File: config.mk
export PLATFORM = sky130hd
export DESIGN_NAME = motor_step_gen_flat
export DESIGN_NICKNAME = d
export VERILOG_FILES = /design/src/rtl/motor_step_gen_pkg.sv /design/src/rtl/motor_step_gen_if.sv /design/src/rtl/motor_step_gen_sync.sv /design/src/rtl/motor_step_gen.sv /design/src/flat_wrapper.sv
export SDC_FILE = /design/constraint.sdc
export NUM_CORES = 1
export LEC_CHECK = 0
export ABC_AREA = 0
export CORE_ASPECT_RATIO = 0.9
export CORE_MARGIN = 2
export CORE_UTILIZATION = 30
export CTS_BUF_LIST = sky130_fd_sc_hd__clkbuf_4
export CTS_CLUSTER_DIAMETER = 80
export DETAILED_ROUTE_END_ITERATION = 8
export SLEW_MARGIN = 30
export SYNTH_ARGS = -nofsm -noshare
export SYNTH_HDL_FRONTEND = slang
export SYNTH_SLANG_ARGS = --single-unit
File: constraint.sdc
create_clock -name clk_ik -period 3.5 [get_ports clk_ik]
set_input_delay 0.35 -clock clk_ik [delete_from_list [all_inputs] [get_ports clk_ik]]
set_output_delay 0.35 -clock clk_ik [all_outputs]
set_load 0.005 [all_outputs]
File: src/rtl/motor_step_gen_pkg.sv
// Shared types and defaults for the motor step/direction generator.
package MCPkg;

  typedef enum logic [1:0] {
    OK    = 2'd0,
    LIMIT = 2'd1,
    PFAIL = 2'd2,
    ABORT = 2'd3
  } step_status_t;

  typedef enum logic [2:0] {
    ST_IDLE  = 3'd0,
    ST_SETUP = 3'd1,
    ST_HIGH  = 3'd2,
    ST_LOW   = 3'd3,
    ST_END   = 3'd4
  } step_state_t;

  localparam int unsigned DIR_SETUP_CYC_DEF = 40;

  // States in which the driver is actively moving and stop conditions apply.
  function automatic logic is_running(input step_state_t st);
    return (st == ST_SETUP) || (st == ST_HIGH) || (st == ST_LOW);
  endfunction

endpackage

File: src/rtl/motor_step_gen_if.sv
// Move command / completion handshake between the command layer and one motor channel.
interface motor_step_gen_if
  import MCPkg::*;
#(
  parameter int unsigned STEP_W = 16,
  parameter int unsigned HP_W   = 16
) ();

  logic              start_i;
  logic              ready_o;
  logic [STEP_W-1:0] steps_i;
  logic              dir_i;
  logic [HP_W-1:0]   half_period_i;
  logic              abort_i;
  logic              done_o;
  step_status_t      status_o;
  logic [STEP_W-1:0] remaining_o;

  modport master (
    output start_i, steps_i, dir_i, half_period_i, abort_i,
    input  ready_o, done_o, status_o, remaining_o
  );

  modport slave (
    input  start_i, steps_i, dir_i, half_period_i, abort_i,
    output ready_o, done_o, status_o, remaining_o
  );

endinterface

File: src/rtl/motor_step_gen_sync.sv
// Parametrised-width 2-FF synchroniser, asynchronous active-low reset to 0.
module bit_sync #(
  parameter int unsigned W = 1
) (
  input  logic         clk_ik,
  input  logic         rst_n_ir,
  input  logic [W-1:0] d_i,
  output logic [W-1:0] q_o
);

  logic [W-1:0] meta_q;

  always_ff @(posedge clk_ik or negedge rst_n_ir) begin
    if (!rst_n_ir) begin
      meta_q <= '0;
      q_o    <= '0;
    end else begin
      meta_q <= d_i;
      q_o    <= meta_q;
    end
  end

endmodule

File: src/rtl/motor_step_gen.sv
// Step/direction pulse generator for one stepper channel with limit/pfail/abort stop.
// Optional build macro MOTOR_BOOST_EN: drive pl_boost_o while a move is running.
module motor_step_gen
  import MCPkg::*;
#(
  parameter int unsigned DIR_SETUP_CYC = DIR_SETUP_CYC_DEF,
  parameter int unsigned STEP_W        = 16,
  parameter int unsigned HP_W          = 16
) (
  input  logic             clk_ik,
  input  logic             rst_n_ir,
  input  logic             enable_i,
  motor_step_gen_if.slave  cmd,
  output logic             pl_clk_o,
  output logic             pl_dir_o,
  output logic             pl_en_o,
  output logic             pl_boost_o,
  input  logic             pl_pfail_i,
  input  logic             pl_sw_outa_i,
  input  logic             pl_sw_outb_i
);

  localparam int unsigned CNT_W = (HP_W > 8) ? HP_W : 8;

  localparam logic [CNT_W-1:0]  CNT_ONE    = CNT_W'(1);
  localparam logic [HP_W-1:0]   HP_ONE     = HP_W'(1);
  localparam logic [STEP_W-1:0] STEP_ONE   = STEP_W'(1);
  localparam logic [CNT_W-1:0]  SETUP_LAST = CNT_W'(DIR_SETUP_CYC - 1);

  logic [2:0] sync_q;
  logic       pfail_s;
  logic       sw_a_s;
  logic       sw_b_s;

  bit_sync #(.W(3)) u_sync (
    .clk_ik   (clk_ik),
    .rst_n_ir (rst_n_ir),
    .d_i      ({pl_pfail_i, pl_sw_outa_i, pl_sw_outb_i}),
    .q_o      (sync_q)
  );

  assign pfail_s = sync_q[2];
  assign sw_a_s  = sync_q[1];
  assign sw_b_s  = sync_q[0];

  step_state_t       state_q, state_d;
  logic [CNT_W-1:0]  cnt_q, cnt_d;
  logic [STEP_W-1:0] rem_q, rem_d;
  logic [HP_W-1:0]   hp_q, hp_d;
  logic              dir_q, dir_d;
  step_status_t      status_q, status_d;
  logic              clk_q;
  logic              en_q;

  logic              stop_req;
  step_status_t      stop_code;
  logic [CNT_W-1:0]  phase_last;

  // Stop priority: power fail, then abort/disable, then the switch we are heading into.
  always_comb begin
    stop_req  = 1'b0;
    stop_code = OK;
    if (pfail_s) begin
      stop_req  = 1'b1;
      stop_code = PFAIL;
    end else if (cmd.abort_i || !enable_i) begin
      stop_req  = 1'b1;
      stop_code = ABORT;
    end else if ((sw_a_s && dir_q) || (sw_b_s && !dir_q)) begin
      stop_req  = 1'b1;
      stop_code = LIMIT;
    end
  end

  assign phase_last = CNT_W'(hp_q - HP_ONE);

  always_comb begin
    state_d  = state_q;
    cnt_d    = cnt_q;
    rem_d    = rem_q;
    hp_d     = hp_q;
    dir_d    = dir_q;
    status_d = status_q;

    unique case (state_q)
      ST_IDLE: begin
        if (cmd.start_i) begin
          rem_d = cmd.steps_i;
          hp_d  = (cmd.half_period_i == '0) ? HP_ONE : cmd.half_period_i;
          if (cmd.steps_i == '0) begin
            state_d  = ST_END;
            status_d = OK;
          end else if (!enable_i) begin
            state_d  = ST_END;
            status_d = ABORT;
          end else begin
            state_d  = ST_SETUP;
            dir_d    = cmd.dir_i;
            status_d = OK;
            cnt_d    = SETUP_LAST;
          end
        end
      end

      ST_SETUP: begin
        if (stop_req) begin
          state_d  = ST_END;
          status_d = stop_code;
        end else if (cnt_q == '0) begin
          state_d = ST_HIGH;
          cnt_d   = phase_last;
        end else begin
          cnt_d = cnt_q - CNT_ONE;
        end
      end

      ST_HIGH: begin
        if (stop_req) begin
          state_d  = ST_END;
          status_d = stop_code;
        end else if (cnt_q == '0) begin
          state_d = ST_LOW;
          cnt_d   = phase_last;
          rem_d   = rem_q - STEP_ONE;
        end else begin
          cnt_d = cnt_q - CNT_ONE;
        end
      end

      ST_LOW: begin
        if (stop_req) begin
          state_d  = ST_END;
          status_d = stop_code;
        end else if (cnt_q == '0) begin
          if (rem_q != '0) begin
            state_d = ST_HIGH;
            cnt_d   = phase_last;
          end else begin
            state_d  = ST_END;
            status_d = OK;
          end
        end else begin
          cnt_d = cnt_q - CNT_ONE;
        end
      end

      ST_END: begin
        state_d = ST_IDLE;
      end

      default: begin
        state_d = ST_IDLE;
      end
    endcase
  end

  always_ff @(posedge clk_ik or negedge rst_n_ir) begin
    if (!rst_n_ir) begin
      state_q  <= ST_IDLE;
      cnt_q    <= '0;
      rem_q    <= '0;
      hp_q     <= '0;
      dir_q    <= 1'b0;
      status_q <= OK;
      clk_q    <= 1'b0;
      en_q     <= 1'b0;
    end else begin
      state_q  <= state_d;
      cnt_q    <= cnt_d;
      rem_q    <= rem_d;
      hp_q     <= hp_d;
      dir_q    <= dir_d;
      status_q <= status_d;
      clk_q    <= (state_d == ST_HIGH);
      en_q     <= enable_i;
    end
  end

`ifdef MOTOR_BOOST_EN
  logic boost_q;

  // Covers the running states plus the single END cycle that follows a run.
  always_ff @(posedge clk_ik or negedge rst_n_ir) begin
    if (!rst_n_ir) begin
      boost_q <= 1'b0;
    end else begin
      boost_q <= is_running(state_d) || is_running(state_q);
    end
  end

  assign pl_boost_o = boost_q;
`else
  assign pl_boost_o = 1'b0;
`endif

  assign cmd.ready_o     = (state_q == ST_IDLE);
  assign cmd.done_o      = (state_q == ST_END);
  assign cmd.status_o    = status_q;
  assign cmd.remaining_o = rem_q;

  assign pl_clk_o = clk_q;
  assign pl_dir_o = dir_q;
  assign pl_en_o  = en_q;

endmodule

File: src/flat_wrapper.sv
// flat-port wrapper written by rule: the top's interface ports become plain ports
module motor_step_gen_flat import MCPkg::*;
#(
  parameter int unsigned DIR_SETUP_CYC = DIR_SETUP_CYC_DEF,
  parameter int unsigned STEP_W        = 16,
  parameter int unsigned HP_W          = 16
)
  (clk_ik, rst_n_ir, enable_i, pl_clk_o, pl_dir_o, pl_en_o, pl_boost_o, pl_pfail_i, pl_sw_outa_i, pl_sw_outb_i, cmd_start_i, cmd_steps_i, cmd_dir_i, cmd_half_period_i, cmd_abort_i, cmd_ready_o, cmd_done_o, cmd_status_o, cmd_remaining_o);
  motor_step_gen_if #(.STEP_W(STEP_W), .HP_W(HP_W)) cmd_i ();
  input  logic clk_ik;
  input  logic rst_n_ir;
  input  logic enable_i;
  output logic pl_clk_o;
  output logic pl_dir_o;
  output logic pl_en_o;
  output logic pl_boost_o;
  input  logic pl_pfail_i;
  input  logic pl_sw_outa_i;
  input  logic pl_sw_outb_i;
  input wire logic [$bits(cmd_i.start_i)-1:0] cmd_start_i;
  input wire logic [$bits(cmd_i.steps_i)-1:0] cmd_steps_i;
  input wire logic [$bits(cmd_i.dir_i)-1:0] cmd_dir_i;
  input wire logic [$bits(cmd_i.half_period_i)-1:0] cmd_half_period_i;
  input wire logic [$bits(cmd_i.abort_i)-1:0] cmd_abort_i;
  output wire logic [$bits(cmd_i.ready_o)-1:0] cmd_ready_o;
  output wire logic [$bits(cmd_i.done_o)-1:0] cmd_done_o;
  output wire logic [$bits(cmd_i.status_o)-1:0] cmd_status_o;
  output wire logic [$bits(cmd_i.remaining_o)-1:0] cmd_remaining_o;
  assign cmd_i.start_i = cmd_start_i;
  assign cmd_i.steps_i = cmd_steps_i;
  assign cmd_i.dir_i = cmd_dir_i;
  assign cmd_i.half_period_i = cmd_half_period_i;
  assign cmd_i.abort_i = cmd_abort_i;
  assign cmd_ready_o = cmd_i.ready_o;
  assign cmd_done_o = cmd_i.done_o;
  assign cmd_status_o = cmd_i.status_o;
  assign cmd_remaining_o = cmd_i.remaining_o;
  motor_step_gen #(.DIR_SETUP_CYC(DIR_SETUP_CYC), .STEP_W(STEP_W), .HP_W(HP_W)) u_core (.clk_ik(clk_ik), .rst_n_ir(rst_n_ir), .enable_i(enable_i), .cmd(cmd_i), .pl_clk_o(pl_clk_o), .pl_dir_o(pl_dir_o), .pl_en_o(pl_en_o), .pl_boost_o(pl_boost_o), .pl_pfail_i(pl_pfail_i), .pl_sw_outa_i(pl_sw_outa_i), .pl_sw_outb_i(pl_sw_outb_i));
endmodule
# After elaboration in Yosys (flattened, before gate mapping)
# Index checks and enable logic that the tools add are counted.
# W data, S select, Z words.
# word_totals
ff_bits,62
inputBits,41
output_inout_bits,24
wordCells,88
# op_classes
n_addsub,3
eq_ne,16
n_mux,39
bitwise,1
reduce_logical,19
# ops
cell,n
$mux W16,12
$logic_not A16 Y1,3
$pmux W16 S3,1
$sub A16 B1 Y16 const B,3
$pmux W16 S2,1
$mux W3,10
$mux W2,9
$reduce_bool A16 Y1,1
$ne A2 B2 Y1 const B,6
$pmux W3 S4,1
$eq A3 B2 Y1 const B,3
$reduce_and A4 Y1,2
$reduce_and A7 Y1,1
$pmux W2 S3,1
$reduce_and A5 Y1,1
$mux W1,4
$ne A2 B1 Y1 const B,2
$eq A3 B1 Y1 const B,1
$eq A3 B3 Y1 const B,1
$logic_not A3 Y1,1
$ne A3 B1 Y1 const B,1
$ne A3 B2 Y1 const B,1
$ne A3 B3 Y1 const B,1
$reduce_bool A3 Y1,1
7 further kinds,10

# Logic depth before layout (Yosys ltp)
# logic_depth
ltp_word,9
ltp_mapped,13

# By module
# A second synthesis with hierarchy kept.
# unflattened
cells_unflattened,449
area_unflattened_um2,3732.3
# by_module_without_submodules
module,instances,cells_per_inst,area_each_um2
motor_step_gen,1,443,3582.2
bit_sync,1,6,150.1

# Worst setup path after synthesis
# OpenSTA, ideal clock, no wires.
# synth_path
path_type,flip-flop to flip-flop
from,reg u_core.cnt_q[9]
to,reg u_core.cnt_q[12]
setup_time_ns,0.128
arrival_time_ns,2.995
required_ns,3.372
setup_slack_ns,0.377
stages_incl_launch_ff,13
path_buffers,1
period_less_slack_ns,3.123
cell_sequence,dfrtp_1 or3_1 or2_2 nor2_1 clkbuf_1 a21oi_1 ha_1 nor3b_1 nand4_1 o41a_1 nand3b_1 mux2i_1 o22ai_1
# synth_via
elab_chain_cells,4
# synth_rtl
element,line,text
from (decl),motor_step_gen.sv:47,"logic [CNT_W-1:0] cnt_q, cnt_d;"
from (signal assigned),motor_step_gen.sv:169,cnt_q <= cnt_d;
$sub A16 B1 Y16 or $logic_not A16 Y1 (tied branches),--,
"$mux W16, on equally long branches","motor_step_gen.sv:134, motor_step_gen.sv:109, motor_step_gen.sv:121",
"$mux W16, on equally long branches","motor_step_gen.sv:131, motor_step_gen.sv:118",
$pmux W16 S3,motor_step_gen.sv:85,unique case (state_q)
# Parallel ways exist; a longest one is shown, timed or not. The select of a mux whose other input is x is not followed.
# A chain may end at the register's enable or synchronous reset.

# Worst setup path after layout
# layout_path
from,reg u_core.rem_q[0] (netlist: u_core.cmd.remaining_o[0])
to,reg u_core.status_q[0] (netlist: u_core.cmd.status_o[0])
# layout_via
elab_chain_cells,3
# layout_rtl
element,line,text
from (decl),motor_step_gen.sv:48,"logic [STEP_W-1:0] rem_q, rem_d;"
from (signal assigned),motor_step_gen.sv:170,rem_q <= rem_d;
$reduce_bool A16 Y1,motor_step_gen.sv:135,if (rem_q != '0) begin
$ne A3 B2 Y1 (no line),--,
$reduce_and A5 Y1 (no line),--,
to (signal assigned),motor_step_gen.sv:173,status_q <= status_d;
to (decl),motor_step_gen.sv:51,"step_status_t status_q, status_d;"
# Every way passes these cells.

==> impl_metrics.json <==
{
  "setup_tns_ps": 0,
  "postSynth.asyncResetShare_pct": 100,
  "synth-xor-area-share_pct": 0.728,
  "synthMuxAreaShare_pct": 8.04,
  "die_area_sq_um": 12900,
  "cts_buffers": 9,
  "insertion_delay_ps": 420,
  "power_mw": 1.85,
  "setup_viol": 0,
  "port_buffers": 63,
  "ys_seq_elements": 62,
  "synth_edf_count": 0,
  "cp-end-kind": "register",
  "initial_core_util_pct": 31.2,
  "cts-htree-levels": 3,
  "area_growth_pct": 25.0,
  "cp-start-kind": "register",
  "final_cell_mix": "clkdlybuf4s50_1 (62), dfrtp_1 (62), nor2_1 (38)",
  "fmax_mhz": 321,
  "fp.dieW_um": 120,
  "max_slew_margin_pct": 45.1,
  "worstSetupPathType": "reg -> reg",
  "wl_per_cell_um": 16.2,
  "cts_resized": 0,
  "synthesis.nets": 438,
  "cap_violations": 0,
  "leakage_nw": 1.75,
  "firstDrtPassIters": 5,
  "antenna_found_initial": 1,
  "synth-main-ff-cell": "dfrtp_1",
  "path_max_fanout": 12,
  "clock-root-buffer": "clkbuf_4",
  "min_period_over_period_pct": 88.9,
  "post_cts_buffers": 0,
  "synth_compound_area_share_pct": 22.0,
  "cts.path.max_buffers": 2,
  "yosysSeqAreaShare_pct": 43.0,
  "p_per_area_nw_per_um2": 410,
  "reg2reg_setup_slack_ps": 390,
  "synth_top_family_by_area": "compound AO/OA/AOI/OAI gates",
  "place_ws_ps": 433,
  "slew_violations": 0,
  "ant_nets": 0,
  "clk_pin_slew_ps": 100,
  "final.setup_skew_ps": 14.0,
  "cpMaxStageDelayCell": "or4b_4",
  "totalWireLength_mm": 9.98,
  "drt_first_iter_violations": 276,
  "fin_crit_ps": 3110,
  "instances_no_fill": 615,
  "via_count": 3395,
  "rr_worst_depth": 8,
  "max_slew.worst_pin.slew_ps": 822,
  "synth-simple-area-share_pct": 21.4,
  "ir_drop_v": 0.000269,
  "final_hold_viol_count": 0,
  "crit_start": "u_core.cmd.remaining_o[0]",
  "ioPinCount": 65,
  "nNetsFinal": 499,
  "n_fill_cell": 1216,
  "synth_fa_ha_area_share_pct": 0.693,
  "placed_cells": 600,
  "worstPathCellList": "inv_1, ha_1, or4b_4, or3_1, nor3_4, a21oi_2, or3_4, mux2_4",
  "gp_congestion": 0.917,
  "setup.worst_path.end": "u_core.cmd.status_o[0]",
  "synthCells": 395,
  "cts.sinks": 62,
  "cts_tree": "built",
  "remaining_drc_errors": 0,
  "setup_ws_ps": 389,
  "cp.arrival_ps": 3420,
  "worstHoldPathCells": 0,
  "rsz0062_at_grt": "no",
  "holdCritPathClass": "reg -> reg",
  "rr_endpoint": "u_core.cmd.status_o[0]",
  "vias_per_cell": 5.52,
  "grt_max_degree": 42,
  "slowest_delay_ps": 490,
  "fp.dieH_um": 108,
  "syn-cell-area_sq_um": 3610,
  "grt_usage_pct": 15.8,
  "synth_warnings": 0,
  "overflow": 0,
  "grt_pass1_wl_mm": 16.3,
  "rows": 37,
  "ys_types": 62,
  "grt_pass1_vias": 3203,
  "coreArea_sq_um": 11600,
  "layout-drive-gt1-share_pct": 10.7,
  "final_core_util_pct": 39.0,
  "syn_avg_cell_area_sq_um": 9.14,
  "worst_r2r_startpoint": "u_core.cmd.remaining_o[0]",
  "required_ps": 3800,
  "outcome": "complete, no violations",
  "post-dp-hpwl_mm": 7.33
}
-- cell families (layout without fill, tap and decap cells) --
family / after synthesis / in the layout
other: 1 / 2
AND/OR/NAND/NOR: 143 / 143
AO/OA/AOI/OAI: 124 / 124
XOR/XNOR: 3 / 3
flip-flops: 62 / 62
buffers and inverters: 34 / 97
multiplexers: 26 / 26
adder cells (fa/ha/maj): 2 / 2
-- how the worst min path moves through the flow --
stage | from | to | slack, ps
2_1_floorplan | rst_n_ir | u_core.cmd.remaining_o[0] | 50
3_3_place_gp | u_core.u_sync.meta_q[2] | u_core.u_sync.q_o[2] | 330
3_5_place_dp | rst_n_ir | u_core.pl_en_o | 340
4_1_cts | pl_sw_outb_i | u_core.u_sync.meta_q[0] | 360
5_1_grt | pl_sw_outb_i | u_core.u_sync.meta_q[0] | 360
6_report | u_core.u_sync.meta_q[2] | u_core.u_sync.q_o[2] | 350
-- area by class of cell --
cell class	instances	area, sq um	area share, %
clock buffers	10	75.1	1.66
multi-input cells	299	1910	42.4
diodes	1	2.50	0.0555
inverters	13	48.8	1.08
well taps	156	195	4.33
flip-flops and latches	62	1550	34.4
repair buffers	71	688	15.3
clock inverters	3	38.8	0.860
-- per-layer routing --
metal / share of wire [%] / GRT usage, % / up-vias
li1: - / - / 1625
met1: 48 / 22.0 / 1624
met2: 46 / 24.2 / 126
met3: 4.6 / 2.58 / 20
met4: 2.1 / 7.31 / 0
met5: 0 / 0 / -
-- stage by stage --
stage	instance area, sq um	hold slack (ps)
after floorplan	3610	54.4
after global placement	4390	333
after detailed placement	4390	337
after CTS	4510	355
after global routing	4510	357
final	4510	355
-- power breakdown --
group | internal [mW] | switching [mW] | total, mW
clock | 0.211 | 0.251 | 0.462
combinational | 0.251 | 0.183 | 0.434
sequential | 0.818 | 0.135 | 0.953
-- state kept, by name, indices dropped and copies added, names as in the netlist --
register / cells
u_core.cmd.remaining_o: 16
u_core.cmd.status_o: 2
u_core.cnt_q: 16
u_core.hp_q: 16
u_core.pl_clk_o: 1
u_core.pl_dir_o: 1
u_core.pl_en_o: 1
u_core.state_q: 3
u_core.u_sync.meta_q: 3
u_core.u_sync.q_o: 3
-- timing repair --
item | CTS | global route
hold endpoints to repair | 21 | 0
endpoints found under the setup margin | 0 | 0
hold buffers | 1 | 0
-- Yosys cell counts (2+ instances only) --
cell,instances,area [sq um]
and2_1,2,12.5
o2bb2ai_1,5,43.8
o32a_1,2,20.0
a21o_1,3,22.5
o21ai_0,23,115
nand3_1,8,40.0
a31oi_1,7,43.8
nor3_2,2,20.0
nor4_1,15,93.8
a21oi_1,37,185
clkbuf_1,14,52.6
xnor2_1,2,17.5
buf_2,5,25.0
or3_1,7,43.8
o22ai_1,8,50.1
nand3b_1,3,22.5
or4_1,5,37.5
nor2_1,38,143
ha_1,2,25.0
mux2_2,16,180
o32ai_1,3,26.3
o211ai_1,2,15.0
a32oi_1,2,17.5
nor2b_1,2,12.5
and3_1,9,56.3
nand2_1,15,56.3
a22oi_1,4,30.0
nand2b_1,3,18.8
dfrtp_1,62,1550
nor3_1,21,105
inv_1,13,48.8
a211oi_1,3,22.5
a211o_1,2,17.5
mux2_4,2,30.0
nand4_1,5,31.3
mux2i_1,8,80.1
o21ai_1,7,35.0
or2_2,2,12.5
a41oi_1,3,26.3
-- critical path, delay by kind of cell (launching register included) --
family                     cells  cell delay [ps]
and+or+nand+nor                4             1740
AOI/OAI and AO/OA              1              250
buffers and inverters          1              100
muxes                          1              300
DFF                            1              410
adders and majority gates      1              200
No activity file was read; power rests on OpenSTA's default activity.
